<file path="config.mk">
export PLATFORM = sky130hd
export DESIGN_NAME = writeback
export DESIGN_NICKNAME = d
export VERILOG_FILES = /design/src/rtl/wb_pkg.sv /design/src/rtl/writeback_load_align.sv /design/src/rtl/writeback.sv
export SDC_FILE = /design/constraint.sdc
export NUM_CORES = 1
export LEC_CHECK = 0
export CORE_MARGIN = 1.5
export CORE_UTILIZATION = 30
export CTS_BUF_LIST = sky130_fd_sc_hd__clkbuf_8
export DETAILED_ROUTE_END_ITERATION = 8
export SLEW_MARGIN = 20
export SYNTH_ARGS = -nofsm -noshare
export SYNTH_HDL_FRONTEND = slang
export SYNTH_SLANG_ARGS = --single-unit
</file>
<file path="constraint.sdc">
create_clock -name clk -period 2.3 [get_ports clk]
set_clock_uncertainty 0.05 [all_clocks]
set_input_delay 0.46 -clock clk [delete_from_list [all_inputs] [get_ports clk]]
set_output_delay 0.46 -clock clk [all_outputs]
set_load 0.02 [all_outputs]
</file>
<file path="src/rtl/wb_pkg.sv">
// Shared definitions for the writeback stage: result-select codes, default widths
// and the load-alignment rule.
package wb_pkg;

  localparam int unsigned DW_DEF = 32;
  localparam int unsigned RW_DEF = 5;

  // MemtoReg result-select codes; any code above MR_LHU behaves as MR_ALU.
  typedef enum logic [3:0] {
    MR_ALU = 4'd0,
    MR_LW  = 4'd1,
    MR_LB  = 4'd2,
    MR_LBU = 4'd3,
    MR_LH  = 4'd4,
    MR_LHU = 4'd5
  } memToReg_e;

  function automatic logic isMisaligned(input logic [3:0] code, input logic [1:0] addr);
    logic mis;
    mis = 1'b0;
    case (code)
      MR_LW:        mis = (addr != 2'd0);
      MR_LH, MR_LHU: mis = addr[0];
      default:      mis = 1'b0;
    endcase
    return mis;
  endfunction

endpackage

</file>
<file path="src/rtl/writeback_load_align.sv">
// Per-lane big-endian byte/half extraction with sign/zero extension and
// misaligned-access detection.
module load_align
  import wb_pkg::*;
#(
  parameter int unsigned DW = DW_DEF
) (
  input  logic [3:0]    memToReg,
  input  logic [DW-1:0] readData,
  input  logic [DW-1:0] aluout,
  output logic [DW-1:0] result,
  output logic          misalign
);

  logic [31:0] word;
  logic [7:0]  byteSel;
  logic [15:0] halfSel;

  always_comb begin
    word = readData[31:0];
    byteSel = '0;
    case (aluout[1:0])
      2'd0:    byteSel = word[31:24];
      2'd1:    byteSel = word[23:16];
      2'd2:    byteSel = word[15:8];
      default: byteSel = word[7:0];
    endcase
    halfSel = aluout[1] ? word[15:0] : word[31:16];
  end

  always_comb begin
    result = aluout;
    case (memToReg)
      MR_LW: begin
        result = '0;
        result[31:0] = word;
      end
      MR_LB: begin
        result = {DW{byteSel[7]}};
        result[7:0] = byteSel;
      end
      MR_LBU: begin
        result = '0;
        result[7:0] = byteSel;
      end
      MR_LH: begin
        result = {DW{halfSel[15]}};
        result[15:0] = halfSel;
      end
      MR_LHU: begin
        result = '0;
        result[15:0] = halfSel;
      end
      default: result = aluout;
    endcase
  end

  assign misalign = isMisaligned(memToReg, aluout[1:0]);

endmodule

</file>
<file path="src/rtl/writeback.sv">
// Dual-lane M->W pipeline register and result selection.
// Optional retired-instruction counter enabled by defining WB_RETIRE_CNT_EN.
module writeback
  import wb_pkg::*;
#(
  parameter int unsigned DW = DW_DEF,
  parameter int unsigned RW = RW_DEF
) (
  input  logic          clk,
  input  logic          rst,
  input  logic          stallW,
  input  logic          flushW,
  input  logic [3:0]    MemtoRegM1,
  input  logic [3:0]    MemtoRegM2,
  input  logic          RegWriteM1,
  input  logic          RegWriteM2,
  input  logic          jumpM1,
  input  logic          jumpM2,
  input  logic [DW-1:0] ReadDataM1,
  input  logic [DW-1:0] ReadDataM2,
  input  logic [DW-1:0] aluoutM1,
  input  logic [DW-1:0] aluoutM2,
  input  logic [DW-1:0] PCPlus8M,
  input  logic [RW-1:0] writeregM1,
  input  logic [RW-1:0] writeregM2,
  output logic          RegWriteW1,
  output logic          RegWriteW2,
  output logic [RW-1:0] writeregW1,
  output logic [RW-1:0] writeregW2,
  output logic [DW-1:0] resultW1,
  output logic [DW-1:0] resultW2,
  output logic          misalignW
`ifdef WB_RETIRE_CNT_EN
  ,
  output logic [31:0]   retiredW
`endif
);

  localparam logic [DW-1:0] LINK_STEP = DW'(4);

  logic [3:0]    memToRegR1, memToRegR2;
  logic          regWriteR1, regWriteR2;
  logic          jumpR1, jumpR2;
  logic [DW-1:0] readDataR1, readDataR2;
  logic [DW-1:0] aluoutR1, aluoutR2;
  logic [DW-1:0] pcPlus8R;
  logic [RW-1:0] writeregR1, writeregR2;
  logic          misSticky;

  logic [DW-1:0] loadData1, loadData2;
  logic          loadMis1, loadMis2;
  logic          mis1, mis2;
  logic          write1, write2;

  always_ff @(posedge clk) begin
    if (!rst) begin
      memToRegR1 <= '0;
      memToRegR2 <= '0;
      regWriteR1 <= 1'b0;
      regWriteR2 <= 1'b0;
      jumpR1     <= 1'b0;
      jumpR2     <= 1'b0;
      readDataR1 <= '0;
      readDataR2 <= '0;
      aluoutR1   <= '0;
      aluoutR2   <= '0;
      pcPlus8R   <= '0;
      writeregR1 <= '0;
      writeregR2 <= '0;
    end else if (flushW) begin
      memToRegR1 <= '0;
      memToRegR2 <= '0;
      regWriteR1 <= 1'b0;
      regWriteR2 <= 1'b0;
      jumpR1     <= 1'b0;
      jumpR2     <= 1'b0;
    end else if (!stallW) begin
      memToRegR1 <= MemtoRegM1;
      memToRegR2 <= MemtoRegM2;
      regWriteR1 <= RegWriteM1;
      regWriteR2 <= RegWriteM2;
      jumpR1     <= jumpM1;
      jumpR2     <= jumpM2;
      readDataR1 <= ReadDataM1;
      readDataR2 <= ReadDataM2;
      aluoutR1   <= aluoutM1;
      aluoutR2   <= aluoutM2;
      pcPlus8R   <= PCPlus8M;
      writeregR1 <= writeregM1;
      writeregR2 <= writeregM2;
    end
  end

  // The flag shows combinationally in the cycle the bad load sits in W,
  // and the sticky register keeps it up afterwards.
  always_ff @(posedge clk) begin
    if (!rst) begin
      misSticky <= 1'b0;
    end else if (mis1 || mis2) begin
      misSticky <= 1'b1;
    end
  end

`ifdef WB_RETIRE_CNT_EN
  logic [1:0] retireInc;

  always_comb begin
    retireInc = 2'(regWriteR1 | jumpR1) + 2'(regWriteR2 | jumpR2);
  end

  always_ff @(posedge clk) begin
    if (!rst) begin
      retiredW <= '0;
    end else if (!stallW) begin
      retiredW <= retiredW + 32'(retireInc);
    end
  end
`endif

  load_align #(.DW(DW)) uAlign1 (
    .memToReg (memToRegR1),
    .readData (readDataR1),
    .aluout   (aluoutR1),
    .result   (loadData1),
    .misalign (loadMis1)
  );

  load_align #(.DW(DW)) uAlign2 (
    .memToReg (memToRegR2),
    .readData (readDataR2),
    .aluout   (aluoutR2),
    .result   (loadData2),
    .misalign (loadMis2)
  );

  // A jump overrides MemtoReg, so its lane is never a load and cannot misalign.
  always_comb begin
    mis1   = loadMis1 & ~jumpR1;
    mis2   = loadMis2 & ~jumpR2;
    write2 = regWriteR2 && (writeregR2 != '0) && !mis2;
    write1 = regWriteR1 && (writeregR1 != '0) && !mis1 &&
             !(write2 && (writeregR2 == writeregR1));
  end

  assign RegWriteW1 = write1;
  assign RegWriteW2 = write2;
  assign writeregW1 = writeregR1;
  assign writeregW2 = writeregR2;
  assign resultW1   = jumpR1 ? pcPlus8R : loadData1;
  assign resultW2   = jumpR2 ? (pcPlus8R + LINK_STEP) : loadData2;
  assign misalignW  = misSticky | mis1 | mis2;

endmodule
</file>
Yosys cells after proc, flatten, opt, wreduce, memory -nomap -nowiden --
Cells that the tools add are included.
Storage, ports and cells: flip-flop bits (word level) 183, bits in latches 0, RAM bits 0, ROM bits 0, input bits 186, output and inout bits 77, memories 0
Operators by class: add/sub/neg operators 1, multipliers 0, div/mod/pow operators 0, magnitude comparators 0, equality and inequality tests 15, shift operators 0, muxes and demuxes 10, bitwise gates (word level) 9, reductions and logical operators 20
Operators with widths (number):
- $pmux 32 s5 | 2
- $mux 32 | 2
- $pmux 8 s3 | 2
- $add 32x3->32 const B | 1
- $mux 16 | 2
- $eq 4x2->1 const B | 4
- $eq 4x3->1 const B | 4
- $reduce_bool 5->1 | 2
- $eq 4x1->1 const B | 2
- $logic_and 1x1->1 | 6
- $reduce_or 2->1 | 3
- $eq 5x5->1 | 1
- $not 1->1 | 5
- $eq 2x1->1 const B | 2
- $eq 2x2->1 const B | 2
- $logic_not 2->1 | 2
- $pmux 1 s2 | 2
- $reduce_bool 2->1 | 2
- $logic_not 1->1 | 3
- $and 1x1->1 | 2
- $or 1x1->1 | 2
- $reduce_and 2->1 | 1
- $logic_or 1x1->1 | 1

Longest topological paths before layout --
Gate-level depths: netlist of run 1.
depth after elaboration 9, depth in mapped cells 8, gate-level depth less buffers 5

Modules after synthesis --
From an unflattened synthesis of run 1, not the netlist that was laid out.
Second synthesis, totals: cells, all modules 1216, area, all modules 9888.2 um2
By module, submodules not included:
- writeback | times used 1, cells each 1004, area an instance 8119.0 um2
- load_align | times used 2, cells each 106, area an instance 884.6 um2

Worst setup path after synthesis of run 1 --
OpenSTA, ideal clock, no wires.
path type reg-to-output, start reg memToRegR2[2], end out resultW2[8], data arrival time 1836 ps, slack -46 ps, cell stages (with the launch flop) 7, buffers on the path 2, cells stage by stage dfxtp_1 > buf_4 > nand2b_1 > a21boi_1 > buf_2 > a22oi_1 > a221oi_1
Between the ends: cells in the longest elaborated chain, start to end 3, elaborated cells on any way between the ends 7
RTL lines:
- from (decl) | line writeback.sv:41 | logic [3:0] memToRegR1, memToRegR2;
- from (signal assigned) | line writeback.sv:79 | memToRegR2 <= MemtoRegM2;
- $eq 4x3->1, or another cell as far along | line writeback_load_align.sv:33 | case (memToReg)
- $pmux 32 s5 (*) | line writeback_load_align.sv:33
- $mux 32 (*) | line writeback.sv:150 | assign resultW2 = jumpR2 ? (pcPlus8R + LINK_STEP) : loadData2;
- to (decl) | line writeback.sv:31 | output logic [DW-1:0] resultW2,
Every way passes the cells marked *; elsewhere a longest branch is shown, timed or not.

Worst setup path in the final report of run 1 --
start reg aluoutR2[0], end out resultW2[31]
Between the ends: cells in the longest elaborated chain, start to end 4, elaborated cells on any way between the ends 6
RTL lines:
- from (decl) | line writeback.sv:45 | logic [DW-1:0] aluoutR1, aluoutR2;
- from (signal assigned) | line writeback.sv:87 | aluoutR2 <= aluoutM2;
- $eq 2x2->1, or another cell as far along | line writeback_load_align.sv:22 | case (aluout[1:0])
- $pmux 8 s3 (*) | line writeback_load_align.sv:22
- $pmux 32 s5 (*) | line writeback_load_align.sv:33
- $mux 32 (*) | line writeback.sv:150
Marks and branches as above.

==> results of run 1 <==
-- timing repair --
item                                    in CTS  in global routing
endpoints found under the setup margin      67                 67
setup buffers                               20                 10
pin swaps                                   34                 34
gates cloned                                 2                  0
resized for setup                          450                 83
-- cells by family after synthesis --
| group | share of synthesized area |
|---|---|
| muxes | 0.0529 |
| and+or+nand+nor | 0.221 |
| buffers and inverters | 0.0484 |
| adders and majority gates | 0.00132 |
| DFF | 0.386 |
| AOI/OAI and AO/OA | 0.261 |
| xor gates and xnor gates | 0.0295 |
-- critical path: stages, from the launching register on --
cell and delay [ns]:
dfxtp_2 0.37, mux4_2 0.53, a22oi_2 0.20, o21a_4 0.20, buf_6 0.12, a211oi_2 0.05
a21o_1 0.20, buf_6 0.15
-- cells in the final DEF, fill, tap and decap left out, types with 16 or more instances in the layout --
cell type | netlist | final
a221oi_2 | 0 | 16
clkbuf_8 | 0 | 19
buf_12 | 0 | 21
clkdlybuf4s50_1 | 0 | 194
nand2_1 | 394 | 391
dfxtp_1 | 183 | 167
buf_4 | 4 | 200
a21boi_0 | 170 | 170
nor2_1 | 41 | 34
buf_6 | 1 | 46
mux4_2 | 16 | 16
buf_2 | 28 | 18
xor2_1 | 21 | 21
-- area by class of cell --
class                   instances  area [um^2]  area share
clock buffers                  19          262      0.0173
clock inverters                13          216      0.0143
inverters                      13         51.3     0.00339
multi-input cells             894         5870       0.388
flip-flops and latches        183         3700       0.244
well taps                     396          495      0.0327
repair buffers                483         4530       0.300
-- state kept, by name, indices dropped and copies added (netlist names) --
| name | count |
|---|---|
| memToRegR2 | 4 |
| writeregW1 | 5 |
| readDataR2 | 32 |
| regWriteR2 | 1 |
| memToRegR1 | 4 |
| aluoutR2 | 32 |
| aluoutR1 | 32 |
| regWriteR1 | 1 |
| misSticky | 1 |
| writeregW2 | 5 |
| pcPlus8R | 32 |
| jumpR2 | 1 |
| readDataR1 | 32 |
| jumpR1 | 1 |
-- power breakdown --
group	internal, mW	total (mW)	switching (mW)	leakage, nW
combinational	1.05	2.05	0.997	4.07
clock	1.37	2.63	1.26	0.241
sequential	3.31	3.42	0.112	1.50
-- per-layer routing --
metal	vias up	track usage	share of wire
met5	-	0	0.00071
met4	4	0.103	0.040
met3	77	0.0339	0.054
met2	387	0.405	0.48
met1	4822	0.302	0.42
li1	4934	-	-
-- worst max-delay path by stage --
stage / slack, ns / endpoint
final: -0.47 / resultW2[31]
after global routing: -0.53 / resultW2[31]
after CTS: -0.49 / resultW2[31]
after detailed placement: -0.49 / resultW1[8]
after global placement: -0.45 / resultW2[9]
after floorplan: -0.03 / resultW2[12]
==> flow_metrics.env, run 1 <==
export IMPL_status="finished, violations left"
export IMPL_violations="setup timing"
export IMPL_dp_cells=1940
export IMPL_min_from="rst"
export IMPL_grt_pass1_wl_um=59900
export IMPL_vias=10200
export IMPL_num_rows=64
export IMPL_clock_sinks=183
export IMPL_drive_gt1_frac=0.283
export IMPL_antenna_found_initial=2
export IMPL_synthTopCellsByCount="nand2_1 (394), dfxtp_1 (183), a21boi_0 (170)"
export IMPL_synth_cell_types=59
export IMPL_synth_flop_cell="dfxtp_1"
export IMPL_rsz0062_at_grt="yes"
export IMPL_synth_top_cell_area_share=0.386
export IMPL_worstSkewPairLatency_ns=0.47
export IMPL_holdCritPathClass="primary input to register"
export IMPL_routed_wl_um=39500
export IMPL_numPortBuffers=262
export IMPL_max_freq_mhz=361
export IMPL_cts_tree="done"
export IMPL_holdPathEnd="aluoutR1[31]"
export IMPL_tns_ns=-22.56
export IMPL_critPathArrivalTime_ns=2.26
export IMPL_yosysSeqAreaShare=0.386
export IMPL_wl_per_cell_um=19.7
export IMPL_slew_headroom=0.625
export IMPL_synthTopCellsByArea="dfxtp_1 (39%), nand2_1 (16%), a21boi_0 (13%)"
export IMPL_ys_warn_count=0
export IMPL_hpwl_um=30400
export IMPL_finalCritPeriodShare=1.21
export IMPL_setup_viol=66
export IMPL_drv_cap=0
export IMPL_reg2reg_to="misSticky"
export IMPL_finalCriticalPeriod_ns=2.77
export IMPL_die_area_um2=32700
export IMPL_antennaDiodeCount=0
export IMPL_area_growth_synth_to_final_pct=59.5
export IMPL_crit_fanout=5
export IMPL_whs_ns=0.391
export IMPL_finish_utilization=0.491
export IMPL_final_area_um2=15100
export IMPL_viasPerCell=5.11
export IMPL_nNetsFinal=1779
export IMPL_yosysTopAreaCell="dfxtp_1"
export IMPL_r2r_cells=7
export IMPL_r2r_setup_slack_ns=0.77
export IMPL_htree_levels=4
export IMPL_fin_cells=2001
export IMPL_synth_fp_nets=1371
export IMPL_total_power_mw=8.10
export IMPL_gp_congestion=0.885
export IMPL_drt_initial_drc_count=882
export IMPL_postSynthCellCount=1184
export IMPL_cp_start_kind="register"
export IMPL_crit_path_end_kind="output pin"
export IMPL_layout_setup_ws_ns=-0.473
export IMPL_fill_cells=2949
export IMPL_cts_path_max_buffers=2
export IMPL_power_leakage_nw=5.82
export IMPL_cellPowerDensity_nw_per_um2=535
export IMPL_grt_pass1_vias=10400
export IMPL_start_util=0.308
export IMPL_firstDrtPassIters=7
export IMPL_clk_pin_slew_ns=0.11
export IMPL_antenna_left=0
export IMPL_drc_errors=0
export IMPL_timing_critical_path_from="aluoutR2[0]"
export IMPL_synth_edf_count=0
export IMPL_regToRegStartpoint="memToRegR2[2]"
export IMPL_critPathKind="register to output pin"
export IMPL_synth_avg_cell_area_um2=8.01
export IMPL_synth_area_um2=9490
export IMPL_drv_slew=0
export IMPL_postCtsHoldBufs=0
export IMPL_place_ws_ns=-0.493
export IMPL_die_w_um=181
export IMPL_cts_root_buffer="clkbuf_8"
export IMPL_hold_viol_final=0
export IMPL_synth_most_common_cell="nand2_1"
export IMPL_io_pins=263
export IMPL_ys_seq_elements=183
export IMPL_async_flop_share=0
export IMPL_placed_area_um2=13900
export IMPL_grtUsageTotal=0.239
export IMPL_crit_required_ns=1.79
export IMPL_ir_worst_vdd_mv=0.311
export IMPL_cts_buffers_inserted=17
export IMPL_fp_dieH_um=181
export IMPL_hold_depth=2
export IMPL_grt_ovfl_total=0
export IMPL_core_area_um2=30800
export IMPL_worst_pin_slew_ns=0.563
export IMPL_grt_max_degree=63
(Power assumes the default switching activity.)
==> inputs of run 2 (changes only) <==
- CELL_PAD_IN_SITES_DETAIL_PLACEMENT: unset -> 1
- CELL_PAD_IN_SITES_GLOBAL_PLACEMENT: unset -> 2
- CORE_UTILIZATION: 30 -> 28
- PLACE_DENSITY_LB_ADDON: unset -> 0.1
==> run 2 against run 1 <==
Against the previous run: the run still ends with setup timing left; via count up 1.5%; sequential share of layout area down 0.87 points; total power down 0.34%; combinational power up 9%; flip-flop and latch count unchanged; largest cell class unchanged.
==> flow_metrics.env, run 2 (synthesis results as in run 1) <==
export IMPL_regToRegStartpoint="aluoutR2[0]"
export IMPL_area_growth_synth_to_final_pct=65.4
export IMPL_clock_sinks=183
export IMPL_hold_depth=2
export IMPL_drv_cap=0
export IMPL_drive_gt1_frac=0.299
export IMPL_grt_pass1_wl_um=65300
export IMPL_num_rows=67
export IMPL_min_from="aluoutR1[29]"
export IMPL_cts_path_max_buffers=2
export IMPL_place_ws_ns=-0.558
export IMPL_die_area_um2=35000
export IMPL_drc_errors=0
export IMPL_crit_path_end_kind="output pin"
export IMPL_crit_path_top_delay_cell="mux4_2"
export IMPL_cellPowerDensity_nw_per_um2=514
export IMPL_numPortBuffers=262
export IMPL_r2r_setup_slack_ns=0.58
export IMPL_worstSkewPairLatency_ns=0.50
export IMPL_whs_ns=0.426
export IMPL_power_leakage_nw=6.02
export IMPL_postCtsHoldBufs=0
export IMPL_antenna_found_initial=4
export IMPL_critical_path_cell_chain="mux4_2 > o21ai_2 > and3_4 > buf_12 > buf_6 > a21oi_4 > buf_6"
export IMPL_violations="setup timing"
export IMPL_drv_slew=0
export IMPL_seq_area_um2=3700
export IMPL_cp_top_family="multiplexers"
export IMPL_layout_setup_ws_ns=-0.505
export IMPL_holdPathEnd="aluoutR1[29]"
export IMPL_cts_buffers_inserted=17
export IMPL_cts_tree="done"
export IMPL_crit_required_ns=1.79
export IMPL_worst_pin_slew_ns=0.510
export IMPL_grt_pass1_vias=10900
export IMPL_wl_per_cell_um=21.0
export IMPL_firstDrtPassIters=5
export IMPL_critPathKind="register to output pin"
export IMPL_gp_congestion=0.920
export IMPL_reg2reg_to="misSticky"
export IMPL_hpwl_um=32600
export IMPL_io_pins=263
export IMPL_vias=10400
export IMPL_grt_max_degree=64
export IMPL_grt_ovfl_total=0
export IMPL_setup_viol=67
export IMPL_rsz0062_at_grt="yes"
export IMPL_crit_fanout=8
export IMPL_nNetsFinal=1802
export IMPL_htree_levels=4
export IMPL_start_util=0.284
export IMPL_cpMostUsedCell="buf_6"
export IMPL_path_buf_inv=3
export IMPL_multi_input_area_um2=6110
export IMPL_final_cell_mix="nand2_1 (389), buf_4 (208), clkdlybuf4s50_1 (194)"
export IMPL_hold_viol_final=0
export IMPL_antenna_left=0
export IMPL_clk_pin_slew_ns=0.11
export IMPL_crit_cells=7
export IMPL_drt_initial_drc_count=656
export IMPL_final_common_cell="nand2_1"
export IMPL_ir_worst_vdd_mv=0.331
export IMPL_grtUsageTotal=0.245
export IMPL_fp_dieH_um=187
export IMPL_r2r_cells=8
export IMPL_finalCritPeriodShare=1.22
export IMPL_status="finished, violations left"
export IMPL_viasPerCell=4.99
export IMPL_critPathArrivalTime_ns=2.29
export IMPL_cp_start_kind="register"
export IMPL_die_w_um=187
export IMPL_core_area_um2=33400
export IMPL_holdCritPathClass="register to register"
export IMPL_cpPeakStageDelay_ns=0.55
export IMPL_slew_headroom=0.660
export IMPL_fill_cells=3880
export IMPL_cts_root_buffer="clkbuf_8"
export IMPL_finalCriticalPeriod_ns=2.80
export IMPL_max_freq_mhz=357
export IMPL_routed_wl_um=43600
run 2: changes by cell type in the layout (fill, tap and decap cells not counted), moves of 5 or more:
cell	previous run	this run
buf_2	18	10
a21oi_2	14	9
a21oi_1	13	4
buf_4	200	208
a21oi_4	3	17
buf_6	46	68
run 2: through the flow:
step	area (um^2)	utilization	power (mW)	instances	setup TNS (ns)
after floorplan	9490	-	4.29	1184	-0.0884
after global placement	14100	0.421	5.42	2009	-23.26
after detailed placement	14100	0.421	5.43	2009	-24.32
after CTS	15200	0.454	8.00	2065	-26.04
after global routing	15700	0.469	8.42	2078	-32.27
final	15700	0.469	8.07	2078	-26.34
run 2: area by class of cell:
cell class,count,share of cell area
Sequential cell,183,0.236
Clock buffer,19,0.0167
Multi-Input combinational cell,894,0.389
Inverter,13,0.00343
Timing Repair Buffer,506,0.309
Tap cell,448,0.0357
Antenna cell,2,0.000319
Clock inverter,13,0.00957
run 2: worst max-delay path by stage:
stage	end	start	slack, ns
finish	resultW1[20]	aluoutR1[1]	-0.50
floorplan	resultW2[12]	memToRegR2[1]	-0.03
CTS	resultW2[29]	aluoutR2[0]	-0.51
global route	resultW2[29]	aluoutR2[0]	-0.59
global placement	resultW2[12]	memToRegR2[2]	-0.52
detailed placement	resultW2[12]	memToRegR2[2]	-0.56
run 2: repair_timing:
action	CTS	global route
buffers inserted	21	11
endpoints found under the setup margin	67	67
cloned	3	2
resized for setup	513	88
pin swaps	51	45
run 2: worst reg2reg max path: cells and delay by family, from the launching register on:
family / cells / cell delay [ns]
flip-flops: 1 / 0.34
AO/OA/AOI/OAI: 1 / 0.13
buffers and inverters: 4 / 0.51
AND/OR/NAND/NOR: 3 / 0.59
run 2: metal layers:
metal | global-route usage | part of all wire | up-vias
li1 | - | - | 4980
met2 | 0.433 | 0.50 | 297
met5 | 0 | 0 | -
met4 | 0.0751 | 0.022 | 0
met3 | 0.0368 | 0.040 | 40
met1 | 0.304 | 0.43 | 5058
run 2: power breakdown:
group	switching, mW	total [mW]	internal, mW
Sequential	0.115	3.42	3.31
Clock	1.44	2.41	0.972
Combinational	1.08	2.24	1.16
==> inputs of run 3 (changes only) <==
- CTS_CLUSTER_SIZE: unset -> 28
==> results of run 3 <==
Final layout, timing and power as in run 2 (identical DEF).
